### src/rtl/dlfloat_host_link.sv
// Host-side link to the DLFloat16 MAC tile: serialises (A, B) operand pairs onto the 16-bit
// tile bus and reassembles the tile's MSB/LSB byte stream into 16-bit results.
// Optional: define DLFLOAT_HOST_LINK_NAN_FLAG_EN to build the sticky nan_seen flag.
module dlfloat_host_link #(
    parameter int RX_SKIP = 1,
    parameter int CNT_W   = 8
) (
    input  logic             clk,
    input  logic             rst_n,
    input  logic             op_valid,
    output logic             op_ready,
    input  logic [15:0]      op_a,
    input  logic [15:0]      op_b,
    output logic [15:0]      tx_data,
    output logic             tx_phase,
    input  logic [7:0]       rx_byte,
    output logic             res_valid,
    output logic [15:0]      res_data,
    output logic [CNT_W-1:0] pair_cnt,
    output logic [CNT_W-1:0] res_cnt,
    output logic             nan_seen
);

    localparam int SKIP_W = (RX_SKIP > 0) ? $clog2(RX_SKIP + 1) : 1;

    logic              slot_full;
    logic [15:0]       slot_a;
    logic [15:0]       slot_b;
    logic [15:0]       b_shadow;
    logic              accept;
    logic              release_slot;

    logic [SKIP_W-1:0] skip_cnt;
    logic              rx_lsb;
    logic [7:0]        msb_q;
    logic              rx_active;

    assign op_ready     = ~slot_full;
    assign accept       = op_valid & ~slot_full;
    // The slot drains on the edge that enters phase 0, so a pair is never split.
    assign release_slot = tx_phase & slot_full;
    assign rx_active    = (skip_cnt == '0);

    always_ff @(posedge clk or negedge rst_n) begin
        if (!rst_n) begin
            tx_phase  <= 1'b0;
            tx_data   <= '0;
            b_shadow  <= '0;
            slot_full <= 1'b0;
            slot_a    <= '0;
            slot_b    <= '0;
            pair_cnt  <= '0;
        end else begin
            tx_phase <= ~tx_phase;
            if (tx_phase) begin
                if (slot_full) begin
                    tx_data  <= slot_a;
                    b_shadow <= slot_b;
                    pair_cnt <= pair_cnt + CNT_W'(1);
                end else begin
                    tx_data  <= '0;
                    b_shadow <= '0;
                end
            end else begin
                tx_data <= b_shadow;
            end

            if (accept) begin
                slot_a    <= op_a;
                slot_b    <= op_b;
                slot_full <= 1'b1;
            end else if (release_slot) begin
                slot_full <= 1'b0;
            end
        end
    end

    always_ff @(posedge clk or negedge rst_n) begin
        if (!rst_n) begin
            skip_cnt  <= SKIP_W'(RX_SKIP);
            rx_lsb    <= 1'b0;
            msb_q     <= '0;
            res_valid <= 1'b0;
            res_data  <= '0;
            res_cnt   <= '0;
        end else begin
            res_valid <= 1'b0;
            if (!rx_active) begin
                skip_cnt <= skip_cnt - SKIP_W'(1);
            end else if (!rx_lsb) begin
                msb_q  <= rx_byte;
                rx_lsb <= 1'b1;
            end else begin
                res_data  <= {msb_q, rx_byte};
                res_valid <= 1'b1;
                res_cnt   <= res_cnt + CNT_W'(1);
                rx_lsb    <= 1'b0;
            end
        end
    end

`ifdef DLFLOAT_HOST_LINK_NAN_FLAG_EN
    always_ff @(posedge clk or negedge rst_n) begin
        if (!rst_n) begin
            nan_seen <= 1'b0;
        end else if (rx_active && rx_lsb && ({msb_q, rx_byte} == 16'hFFFF)) begin
            nan_seen <= 1'b1;
        end
    end
`else
    assign nan_seen = 1'b0;
`endif

endmodule

### config.mk
export PLATFORM = sky130hd
export DESIGN_NAME = dlfloat_host_link
export DESIGN_NICKNAME = d
export VERILOG_FILES = /design/src/rtl/dlfloat_host_link.sv
export SDC_FILE = /design/constraint.sdc
export NUM_CORES = 1
export LEC_CHECK = 0
export CORE_MARGIN = 5
export CORE_UTILIZATION = 45
export DETAILED_ROUTE_END_ITERATION = 16
export DONT_BUFFER_PORTS = 1
export GPL_TIMING_DRIVEN = 0
export PLACE_DENSITY = 0.63
export SETUP_SLACK_MARGIN = 0.2
export SLEW_MARGIN = 20
export SYNTH_ARGS = -nofsm -noshare
export SYNTH_HDL_FRONTEND = slang
export SYNTH_SLANG_ARGS = --single-unit
### constraint.sdc
create_clock -name clk -period 1.2 [get_ports clk]
set_input_delay 0.12 -clock clk [delete_from_list [all_inputs] [get_ports clk]]
set_output_delay 0.12 -clock clk [all_outputs]
set_load 0.01 [all_outputs]
* Yosys cells after proc, flatten, opt, wreduce, memory -nomap -nowiden
Index checks and enable logic that the tools add are counted.
Cells by class: $add $sub $neg 3, reductions and logical operators 4, muxes and demuxes 9, bitwise logic cells 6
Operator list (count):
- 16-bit 2-to-1 mux | 3
- 8-bit by 1-bit adder with 8-bit output, second input constant | 2
- 1-bit 2-to-1 mux | 6
- 2-bit AND reduction | 3
- 1-bit NOT | 4
- 1-bit AND | 2
- 2-bit nonzero test | 1
- 1-bit subtractor, second input constant | 1
Storage, ports and cells: input port bits 43, flip-flop bits (word level) 109

* Depth between registers and ports, before layout
Gate-level depths: netlist of the first run.
depth in word-level cells 3, depth in mapped cells 5

* Worst setup path after synthesis of the first run
OpenSTA, ideal clock, no wires.
kind flip-flop to flip-flop, start point register slot_full, end point register slot_a[0], setup time 0.125 ns, slack -0.054 ns, period minus slack after synthesis 1.254 ns, stages on the path, launching flop included 5, arrival 1.129 ns, buffers on the path 2, cell sequence dfrtp_1 -> nor2b_1 -> buf_6 -> buf_8 -> mux2_4
On the way: word-level cells in the longest chain between the ends 2
RTL lines:
- from (decl) | line 26 | logic slot_full;
- from (signal assigned) | line 49 | slot_full <= 1'b0;
- from (signal assigned) | line 71 | slot_full <= 1'b1;
- from (signal assigned) | line 73 | slot_full <= 1'b0;
- 1-bit NOT | line 39 | assign accept = op_valid & ~slot_full;
- 1-bit AND | line 39
- to (signal assigned) | line 69 | slot_a <= op_a;
- to (decl) | line 27 | logic [15:0] slot_a;
Every way passes these cells. A chain may end at the register's enable or synchronous reset.

* Final worst setup path of the first run
start point register slot_full, end point register slot_a[6]
The elaborated chain is that of the path after synthesis.

==> metrics.yaml, run 1 <==
numPortBuffers: 0
syn-cell-area_um2: 4290
timing_worst_setup_path_type: "flip-flop to flip-flop"
drt-vias-per-instance: 4.93
timing.hold.worst.class: "input port to asynchronous set/reset pin"
hold_viol: 109
antenna_left: 0
setup_ws_ns: -0.114
p_per_area_nw_per_um2: 1850
final.period_utilization_pct: 110
maxCapViolations: 0
chipHeight_um: 108
fin_util_pct: 62.0
yosysSeqAreaShare_pct: 63.6
clockRootBuffer: "sky130_fd_sc_hd__clkbuf_8"
synth.distinct_cells: 30
die_area_um2: 11600
syn-instance-count: 274
clock_skew_ns: 0.0126
netlist.area_leader.share_pct: 63.0
fin_total_pwr_uw: 10700
cts_tree: "built"
failed_checks: "negative hold slack, negative setup slack"
final.hold.worst_slack_ns: -0.553
nNetsFinal: 397
numClockSinks: 109
clock_transition_time_at_the_flip_flop_clock_pins_of_the_worst_setup_and_hold_paths_ns: 0.11
critPathMaxFanout: 10
max_freq_mhz: 761
yosysTopAreaCell: "sky130_fd_sc_hd__dfrtp_1"
cts-htree-levels: 3
starting_density_of_the_core_pct: 46.2
grt_pass1_wl_um: 14100
totalWireLength_um: 8790
hpwlAfterDp_um: 5180
final_routed_drc_violation_total: 0
finalCriticalPeriod_ns: 1.31
post_cts_hold_fix_bufs: 40
dieWidth_um: 108
drt-met1-wl_um: 3920
setup.worst_path.start_class: "flip-flop"
first_iter_violations: 68
clk-insertion-delay-late_ns: 0.35
numCtsBuffers: 9
top_layer: "met4"
critical_path_required_ns: 1.44
final_max_tran_viols: 0
ys_warn_count: 0
first_global_vias: 2664
postSynthAreaPerCell_um2: 15.7
vdd.ir_drop.worst_mv: 0.833
cts_buffer_depth: 2
antenna_found_initial: 0
p_leak_uw: 0.00285
cp.arrival_ns: 1.55
num_vias: 2398
drtPass1Iterations: 4
layout.filler_cells: 688
critical_path.endpoint_type: "flip-flop"
most_area_consuming_cells_after_synthesis: "sky130_fd_sc_hd__dfrtp_1, sky130_fd_sc_hd__mux2_4, sky130_fd_sc_hd__mux2_2"
met3_wl_um: 527
rsz0062_at_grt: "yes"
register_to_register_path_depth: 4
globalRouteOverflowTotal: 0
inserted_diodes: 0
ys_ff_latch: 109
num_io_pins: 95
setup_viol: 98
grt_start_max_net_pins: 110
globalplace.congestion: 0.723
drive_above_1_share_pct: 41.5
grt_util_all_layers_pct: 15.7
std_cell_rows: 35
detail_route.wl_per_cell_um: 18.1
run_status: "finished with violations"
dr_wl_met2_um: 4270
placeableCoreArea_um2: 9280
area_growth_syn_to_layout_pct: 34.1
## cell families (layout without fill, tap and decap cells)
kind of cell	Yosys count	in the layout	share of synthesized area (%)
DFF	109	109	63.6
muxes	57	57	17.5
and+or+nand+nor	41	41	6.06
AOI/OAI and AO/OA	33	33	5.77
buffers and inverters	16	98	3.35
xor gates and xnor gates	15	15	3.06
adders and majority gates	2	2	0.583
other	1	2	0.0874
## per-stage QoR
stage | TNS (ns) | std cells | worst slack (ns) | cell area [um^2]
after global placement | -5.75 | 404 | -0.177 | 4570
after floorplan | -1.39 | 275 | -0.0539 | 4410
final | -6.22 | 486 | -0.114 | 5760
after global routing | -8.72 | 486 | -0.143 | 5760
after CTS | -4.91 | 483 | -0.0921 | 5640
after detailed placement | -7.16 | 404 | -0.199 | 4570
## cells in the mapped netlist (all sizes together)
| cell type | n |
|---|---|
| a21o | 33 |
| and2 | 1 |
| and2b | 6 |
| and3 | 1 |
| and4 | 1 |
| and4b | 1 |
| buf | 13 |
| conb | 1 |
| dfrtp | 108 |
| dfstp | 1 |
| ha | 2 |
| inv | 3 |
| mux2 | 57 |
| nand2 | 8 |
| nand3 | 2 |
| nand4 | 5 |
| nor2 | 2 |
| nor2b | 12 |
| nor3 | 1 |
| nor4b | 1 |
| xnor2 | 12 |
| xor2 | 3 |
## placed cells by master, fill, tap and decap left out, types with 6 or more instances in the layout
master	Yosys	layout
sky130_fd_sc_hd__and2b_1	6	6
sky130_fd_sc_hd__buf_12	2	7
sky130_fd_sc_hd__dfrtp_2	0	12
sky130_fd_sc_hd__nor2b_1	11	6
sky130_fd_sc_hd__a21o_1	33	33
sky130_fd_sc_hd__xnor2_1	12	8
sky130_fd_sc_hd__clkbuf_8	0	11
sky130_fd_sc_hd__buf_6	2	15
sky130_fd_sc_hd__dlygate4sd3_1	0	40
sky130_fd_sc_hd__mux2_4	29	57
sky130_fd_sc_hd__dfrtp_1	108	96
## metal layers
| layer | track usage [%] | vias up |
|---|---|---|
| li1 | - | 1092 |
| met5 | 0 | - |
| met3 | 4.44 | 6 |
| met2 | 26.1 | 66 |
| met4 | 3.97 | 0 |
| met1 | 20.3 | 1234 |
## report_power, final
group          switching [uW]  total (uW)  internal, uW
registers                1060        5730          4680
clock network            1250        2140           889
logic                     843        2800          1960
## critical path, cell delays in order (launching register included)
cell,delay (ns)
sky130_fd_sc_hd__dfrtp_2,0.44
sky130_fd_sc_hd__nor2b_2,0.13
sky130_fd_sc_hd__buf_6,0.15
sky130_fd_sc_hd__buf_12,0.16
sky130_fd_sc_hd__mux2_4,0.30
## state kept, by name (all words and copies together), names as in the netlist
signal,count
msb_q,8
tx_phase,1
skip_cnt,1
res_valid,1
slot_b,16
slot_a,16
b_shadow,16
res_data,16
tx_data,16
res_cnt,8
pair_cnt,8
rx_lsb,1
slot_full,1
## timing repair
| item | CTS | global route |
|---|---|---|
| gates cloned | 5 | 2 |
| hold endpoints to repair | 157 | 109 |
| resized for setup | 60 | 20 |
| pin swaps | 13 | 7 |
| setup buffers | 18 | 1 |
| setup endpoints to repair | 110 | 115 |
## final timing paths
| kind | start | end | slack [ns] |
|---|---|---|---|
| max | slot_full$_DFFE_PN0P_ | slot_a[6]$_DFFE_PN0P_ | -0.11 |
| min | rst_n | tx_data[5]$_DFF_PN0_ | -0.55 |
| max reg2reg | slot_full$_DFFE_PN0P_ | slot_a[6]$_DFFE_PN0P_ | -0.11 |
| min reg2reg | slot_b[11]$_DFFE_PN0P_ | b_shadow[11]$_DFFE_PN0P_ | 0.49 |
| max in group asynchronous | rst_n | skip_cnt$_DFF_PN1_ | 1.52 |
| min in group clk | op_valid | slot_full$_DFFE_PN0P_ | 0.33 |
## cell type report
cell class	instances	area [um^2]	share of cell area [%]
repair buffers	66	776	13.5
clock buffers	11	151	2.63
well taps	129	161	2.80
clock inverters	5	41.3	0.717
inverters	3	16.3	0.283
plain buffers	13	214	3.72
multi-input cells	150	1650	28.7
flip-flops and latches	109	2740	47.7
No activity file was read; power rests on OpenSTA's default activity.
==> inputs of run 2 (changes only) <==
--- a/config.mk
+++ b/config.mk
@@ -6,11 +6,11 @@
 export NUM_CORES = 1
 export LEC_CHECK = 0
 export CORE_MARGIN = 5
-export CORE_UTILIZATION = 45
+export CORE_UTILIZATION = 55
 export DETAILED_ROUTE_END_ITERATION = 16
 export DONT_BUFFER_PORTS = 1
 export GPL_TIMING_DRIVEN = 0
-export PLACE_DENSITY = 0.63
+export PLACE_DENSITY = 0.73
 export SETUP_SLACK_MARGIN = 0.2
 export SLEW_MARGIN = 20
 export SYNTH_ARGS = -nofsm -noshare
==> run 2 against run 1 <==
Against the previous run: the run still ends with negative hold slack, negative setup slack left; register-to-register slack improved by 0.05 ns; via count decreased by 2.9%; sequential power about the same; first-iteration DRC count increased by 60%; fmax increased by 3.6%; sequential cell count unchanged; design area decreased by 7.6%; largest cell class unchanged.
==> metrics.yaml, run 2 (synthesis gave the netlist of run 1 again) <==
run_status: "finished with violations"
failed_checks: "negative hold slack, negative setup slack"
maxCapViolations: 0  # unchanged
timing.critical_path.mode_cell: "sky130_fd_sc_hd__buf_6"
timing_worst_setup_path_type: "flip-flop to flip-flop"
setup_viol: 81  # -17%
dieWidth_um: 98.3  # -8.7%
max_freq_mhz: 789  # +3.6%
crit_slowest_cell: "sky130_fd_sc_hd__dfrtp_1"
final_cell_mix: "sky130_fd_sc_hd__dfrtp_1, sky130_fd_sc_hd__mux2_4, sky130_fd_sc_hd__dlygate4sd3_1, sky130_fd_sc_hd__a21o_1, sky130_fd_sc_hd__dfrtp_2"
hpwlAfterDp_um: 5110  # -1.4%
num_vias: 2329  # -2.9%
grt_util_all_layers_pct: 18.0  # +2.4 points
detail_route.wl_per_cell_um: 18.9  # +4.3%
finalCriticalPeriod_ns: 1.27  # -0.0461 ns
critical_path_required_ns: 1.46  # +0.02 ns
timing.hold.worst.class: "input port to asynchronous set/reset pin"
std_cell_rows: 32  # -8.6%
path_delay_family: "buffers and inverters"
drive_above_1_share_pct: 35.1  # -6.4 points
p_int_uw: 7050  # -6.2%
chipHeight_um: 98.3  # -8.7%
crit-reg2reg-launch: "slot_full$_DFFE_PN0P_"
layout.cells.most_common: "sky130_fd_sc_hd__dfrtp_1"
clockRootBuffer: "sky130_fd_sc_hd__clkbuf_8"
num_io_pins: 95  # unchanged
crit_path_start: "slot_full$_DFFE_PN0P_"
grt_pass1_wl_um: 13400  # -4.9%
setup.worst_path.start_class: "flip-flop"
rsz0062_at_grt: "yes"
placeableCoreArea_um2: 7650  # -18%
drtPass1Iterations: 4  # unchanged
clk-insertion-delay-late_ns: 0.37  # +0.02 ns
clock_power_share_pct: 20.7  # +0.6 points
critical_path.n_buffers_inverters: 3  # +1
totalWireLength_um: 8370  # -4.7%
max_stage_delay_ns: 0.40  # -0.04 ns
final_max_tran_viols: 0  # unchanged
switching_component_of_the_power_uw: 2990  # -5.0%
starting_density_of_the_core_pct: 56.1  # +9.9 points
antenna_left: 0  # unchanged
share_seq_of_total_power_pct: 57.0  # +3.3 points
reg2reg_to: "tx_data[0]$_DFF_PN0_"
first_global_vias: 2541  # -4.6%
globalRouteOverflowTotal: 0  # unchanged
numPortBuffers: 0  # unchanged
layout.filler_cells: 509  # -26%
cp.arrival_ns: 1.52  # -0.03 ns
cts-htree-levels: 3  # unchanged
p_leak_uw: 0.00264  # -7.4%
fin_setup_tns_ns: -4.00  # +2.23 ns
cts_buffer_depth: 2  # unchanged
numClockSinks: 109  # unchanged
p_per_area_nw_per_um2: 1890  # +1.9%
vdd.ir_drop.worst_mv: 0.836  # +0.34%
globalplace.congestion: 0.724  # +0.18%
final_routed_drc_violation_total: 0  # unchanged
drt-vias-per-instance: 5.25  # +6.3%
hold_viol: 109  # unchanged
final.period_utilization_pct: 106  # -3.8 points
list_of_cells_traversed_by_the_critical_path: "buf_4 > and2_1 > buf_6 > buf_6 > a21o_1"
first_iter_violations: 109  # +60%
finish.instance_area_um2: 5320  # -7.6%
clock_skew_ns: 0.0111  # -0.00154 ns
register_to_register_path_depth: 5  # +1
final.hold.worst_slack_ns: -0.558  # -0.00445 ns
swShare_pct: 29.8  # +0.28 points
fin_util_pct: 69.6  # +7.6 points
cts_tree: "built"
setup_ws_ns: -0.0682  # +0.0461 ns
placedInstanceArea_um2: 4530  # -0.74%
grt_start_max_net_pins: 110  # unchanged
antenna_found_initial: 0  # unchanged
nNetsFinal: 382  # -3.8%
numCtsBuffers: 9  # unchanged
post_cts_hold_fix_bufs: 40  # unchanged
critical_path.endpoint_type: "flip-flop"
power.share.combinational_pct: 22.3  # -3.9 points
area_growth_syn_to_layout_pct: 24.0
critPathMaxFanout: 10  # unchanged
dp_worst_setup_slack_ns: -0.162  # +0.0375 ns
inserted_diodes: 0  # unchanged
clock_transition_time_at_the_flip_flop_clock_pins_of_the_worst_setup_and_hold_paths_ns: 0.10  # about the same
die_area_um2: 9670  # -17%
rrSetupSlack_ns: -0.07  # +0.05 ns
## run 2: what timing repair did
item	CTS	global route
pin swaps	3	3
gates resized for setup	20	9
hold endpoints to repair	157	109
cloned	1	0
setup endpoints to repair	110	115
buffers inserted	10	0
## run 2: worst max path at each step
stage	end	slack [ns]	depth (start not counted)
floorplan	slot_a[0]$_DFFE_PN0P_	-0.05	4
CTS	slot_a[5]$_DFFE_PN0P_	-0.06	4
detailed placement	slot_b[12]$_DFFE_PN0P_	-0.16	4
global route	pair_cnt[5]$_DFFE_PN0P_	-0.15	6
global placement	slot_b[7]$_DFFE_PN0P_	-0.14	4
finish	tx_data[0]$_DFF_PN0_	-0.07	5
## run 2: per-layer routing
metal	part of all wire, %	vias up	track usage, %	wire length (um)
li1	-	1060	-	-
met1	41	1180	21.5	3400
met2	51	77	30.1	4230
met3	7.1	12	5.93	597
met4	1.8	0	7.56	147
met5	0	-	0	0
## run 2: power by group through the flow
stage	sequential [uW]	clock (uW)	combinational, uW
2_1_floorplan	5500	0	1720
3_3_place_gp	5710	0	1860
3_5_place_dp	5760	0	1930
4_1_cts	5710	2120	2230
5_1_grt	5860	2320	2430
6_report	5730	2080	2240
## run 2: worst register-to-register path, stage by stage (launching register included)
cell,delay (ns)
sky130_fd_sc_hd__dfrtp_1,0.40
sky130_fd_sc_hd__buf_4,0.16
sky130_fd_sc_hd__and2_1,0.16
sky130_fd_sc_hd__buf_6,0.14
sky130_fd_sc_hd__buf_6,0.15
sky130_fd_sc_hd__a21o_1,0.16
## run 2: area by class of cell
class | count | area, um^2 | share of cell area, %
clock buffer | 10 | 138 | 2.59
tap | 102 | 128 | 2.40
timing repair buffer | 51 | 528 | 9.92
multi-input combinational | 150 | 1530 | 28.8
buffer | 13 | 193 | 3.62
inverter | 3 | 11.3 | 0.212
clock inverter | 6 | 47.5 | 0.894
sequential | 109 | 2740 | 51.6
## run 2: per-stage QoR
stage	std cells	total power, uW
final	444	10000
after global routing	444	10600
after CTS	444	10100
after detailed placement	377	7690
after global placement	377	7570
after floorplan	275	7220
==> inputs of run 3 (changes only) <==
--- a/config.mk
+++ b/config.mk
@@ -5,12 +5,14 @@
 export SDC_FILE = /design/constraint.sdc
 export NUM_CORES = 1
 export LEC_CHECK = 0
+export CELL_PAD_IN_SITES_DETAIL_PLACEMENT = 0
+export CELL_PAD_IN_SITES_GLOBAL_PLACEMENT = 2
 export CORE_MARGIN = 5
-export CORE_UTILIZATION = 55
+export CORE_UTILIZATION = 39
 export DETAILED_ROUTE_END_ITERATION = 16
 export DONT_BUFFER_PORTS = 1
 export GPL_TIMING_DRIVEN = 0
-export PLACE_DENSITY = 0.73
+export PLACE_DENSITY_LB_ADDON = 0.1
 export SETUP_SLACK_MARGIN = 0.2
 export SLEW_MARGIN = 20
 export SYNTH_ARGS = -nofsm -noshare
==> run 3 against run 2 <==
Against the previous run: the flow still finishes with violations (negative hold slack, negative setup slack); design area is 8.1% higher; die area is 37% higher; largest power group unchanged; sequential power hardly changed; sequential cell count stayed put; sequential share of layout area is 3.9 points lower; count of clock-buffer cells in the layout is 1 higher; highest routed layer unchanged; combinational power is 22% higher; critical path type unchanged; register-to-register slack worse by 0.04 ns; setup slack worse by 0.035 ns; first-iteration DRC count is 17% lower; non-clock buffer count is 16 higher.
==> metrics.yaml, run 3 (synthesis gave the netlist of run 1 again) <==
run_status: "finished with violations"
failed_checks: "negative hold slack, negative setup slack"
final_routed_drc_violation_total: 0  # unchanged
num_vias: 2358  # +1.2%
grt_start_max_net_pins: 110  # unchanged
setup.worst_path.start_class: "flip-flop"
max_stage_delay_ns: 0.44  # +0.04 ns
power.share.combinational_pct: 25.2  # +2.9 points
rsz0062_at_grt: "yes"
share_seq_of_total_power_pct: 52.5  # -4.5 points
clock_transition_time_at_the_flip_flop_clock_pins_of_the_worst_setup_and_hold_paths_ns: 0.10  # about the same
first_global_vias: 2455  # -3.4%
final_cell_mix: "sky130_fd_sc_hd__dfrtp_1, sky130_fd_sc_hd__mux2_4, sky130_fd_sc_hd__dlygate4sd3_1, sky130_fd_sc_hd__a21o_1, sky130_fd_sc_hd__buf_6"
switching_component_of_the_power_uw: 3090  # +3.3%
setup_ws_ns: -0.104  # -0.0354 ns
crit_slowest_cell: "sky130_fd_sc_hd__dfrtp_2"
clk-insertion-delay-late_ns: 0.37  # about the same
area_growth_syn_to_layout_pct: 34.0
numCtsBuffers: 9  # unchanged
numPortBuffers: 0  # unchanged
setup_viol: 94  # +16%
swShare_pct: 28.4  # -1.4 points
timing.hold.worst.class: "input port to asynchronous set/reset pin"
antenna_left: 0  # unchanged
drtPass1Iterations: 4  # unchanged
critical_path.n_buffers_inverters: 3  # unchanged
fin_util_pct: 53.3  # -16 points
final_max_tran_viols: 0  # unchanged
timing_worst_setup_path_type: "flip-flop to flip-flop"
globalplace.congestion: 0.689  # -4.8%
final.hold.worst_slack_ns: -0.567  # -0.00906 ns
fin_setup_tns_ns: -6.00  # -2.00 ns
num_io_pins: 95  # unchanged
antenna_found_initial: 1  # +1
grt_pass1_wl_um: 13400  # about the same
placedCellCount: 415  # +10%
std_cell_rows: 38  # +19%
layout.cells.most_common: "sky130_fd_sc_hd__dfrtp_1"
chipHeight_um: 115  # +17%
cts-htree-levels: 3  # unchanged
clock_skew_ns: 0.00853  # -0.00253 ns
path_delay_family: "buffers and inverters"
dieWidth_um: 115  # +17%
nNetsFinal: 398  # +4.2%
starting_density_of_the_core_pct: 39.8  # -16 points
layout.filler_cells: 903  # +77%
hpwlAfterDp_um: 5300  # +3.8%
globalRouteOverflowTotal: 0  # unchanged
final.period_utilization_pct: 109  # +2.9 points
p_leak_uw: 0.00282  # +6.9%
critical_path.endpoint_type: "flip-flop"
post_cts_hold_fix_bufs: 40  # unchanged
drt-vias-per-instance: 4.73  # -9.7%
first_iter_violations: 90  # -17%
final_cell_count_no_fill: 498  # +12%
clockRootBuffer: "sky130_fd_sc_hd__clkbuf_8"
placedInstanceArea_um2: 4580  # +1.0%
numClockSinks: 109  # unchanged
clock_power_share_pct: 22.3  # +1.6 points
critical_path_required_ns: 1.46  # about the same
finish.instance_area_um2: 5750  # +8.1%
die_area_um2: 13200  # +37%
cts_buffer_depth: 2  # unchanged
grt_util_all_layers_pct: 13.3  # -4.7 points
critPathMaxFanout: 7  # -3
hold_viol: 109  # unchanged
list_of_cells_traversed_by_the_critical_path: "buf_6 > and2_4 > buf_12 > clkbuf_16 > a21o_1"
cts_tree: "built"
vdd.ir_drop.worst_mv: 0.772  # -7.7%
maxCapViolations: 0  # unchanged
p_int_uw: 7800  # +11%
max_freq_mhz: 767  # -2.7%
drive_above_1_share_pct: 40.3  # +5.2 points
totalWireLength_um: 8810  # +5.2%
detail_route.wl_per_cell_um: 17.7  # -6.2%
p_per_area_nw_per_um2: 1900  # +0.35%
cp.arrival_ns: 1.57  # +0.05 ns
placeableCoreArea_um2: 10800  # +41%
finalCriticalPeriod_ns: 1.30  # +0.0354 ns
[run 3: changes by cell type in the layout (fill, tap and decap cells not counted), moves of 3 or more]
cell,change
sky130_fd_sc_hd__nand2_4,+3
sky130_fd_sc_hd__buf_6,+10
sky130_fd_sc_hd__nor2b_2,+3
sky130_fd_sc_hd__clkbuf_16,+3
sky130_fd_sc_hd__dfrtp_1,+3
sky130_fd_sc_hd__nor2b_1,-3
sky130_fd_sc_hd__nand2_1,-4
sky130_fd_sc_hd__dfrtp_2,-3
sky130_fd_sc_hd__clkinv_4,-3
sky130_fd_sc_hd__buf_12,+4
[run 3: what timing repair did]
| action | CTS | global route |
|---|---|---|
| setup endpoints to repair | 112 | 108 |
| endpoints found under the hold margin | 157 | 109 |
| pin swaps | 6 | 10 |
| gates cloned | 2 | 4 |
| buffers inserted | 15 | 6 |
| resized for setup | 25 | 42 |
[run 3: layout make-up]
cell class | count | area [um^2] | share of cell area [%]
flip-flops and latches | 109 | 2740 | 47.7
multi-input cells | 150 | 1610 | 28.0
repair buffers | 67 | 769 | 13.4
plain buffers | 13 | 224 | 3.90
well taps | 140 | 175 | 3.05
clock buffers | 11 | 141 | 2.46
clock inverters | 4 | 72.6 | 1.26
inverters | 3 | 13.8 | 0.239
diodes | 1 | 2.50 | 0.0435
[run 3: power groups by stage]
stage          clock [uW]  sequential (uW)  combinational (uW)
2_1_floorplan           0             5500                1720
3_3_place_gp            0             5740                1890
3_5_place_dp            0             5760                1930
4_1_cts              2500             5700                2390
5_1_grt              2640             5900                2930
6_report             2430             5720                2740
[run 3: per-stage QoR]
stage / total power [uW] / setup slack [ns] / hold WS [ns]
floorplan: 7220 / -0.0539 / -0.176
global placement: 7630 / -0.163 / -0.172
detailed placement: 7690 / -0.176 / -0.173
CTS: 10600 / -0.109 / -0.585
global route: 11500 / -0.144 / -0.595
finish: 10900 / -0.104 / -0.567
[run 3: layer usage]
metal	global-route usage, %	vias up	routed length, um
met1	17.3	1188	3860
met3	3.53	11	567
li1	-	1094	-
met2	20.8	65	4220
met4	6.34	0	159
met5	0	-	0
[run 3: worst paths after layout]
kind	start	end	slack [ns]	depth (start not counted)
max	slot_full$_DFFE_PN0P_	tx_data[15]$_DFF_PN0_	-0.10	5
min	rst_n	res_data[12]$_DFFE_PN0P_	-0.57	0
max reg2reg	slot_full$_DFFE_PN0P_	tx_data[15]$_DFF_PN0_	-0.10	5
min reg2reg	slot_a[5]$_DFFE_PN0P_	tx_data[5]$_DFF_PN0_	0.49	1
max in group asynchronous	rst_n	skip_cnt$_DFF_PN1_	1.50	0
min in group clk	op_valid	slot_a[2]$_DFFE_PN0P_	0.29	4
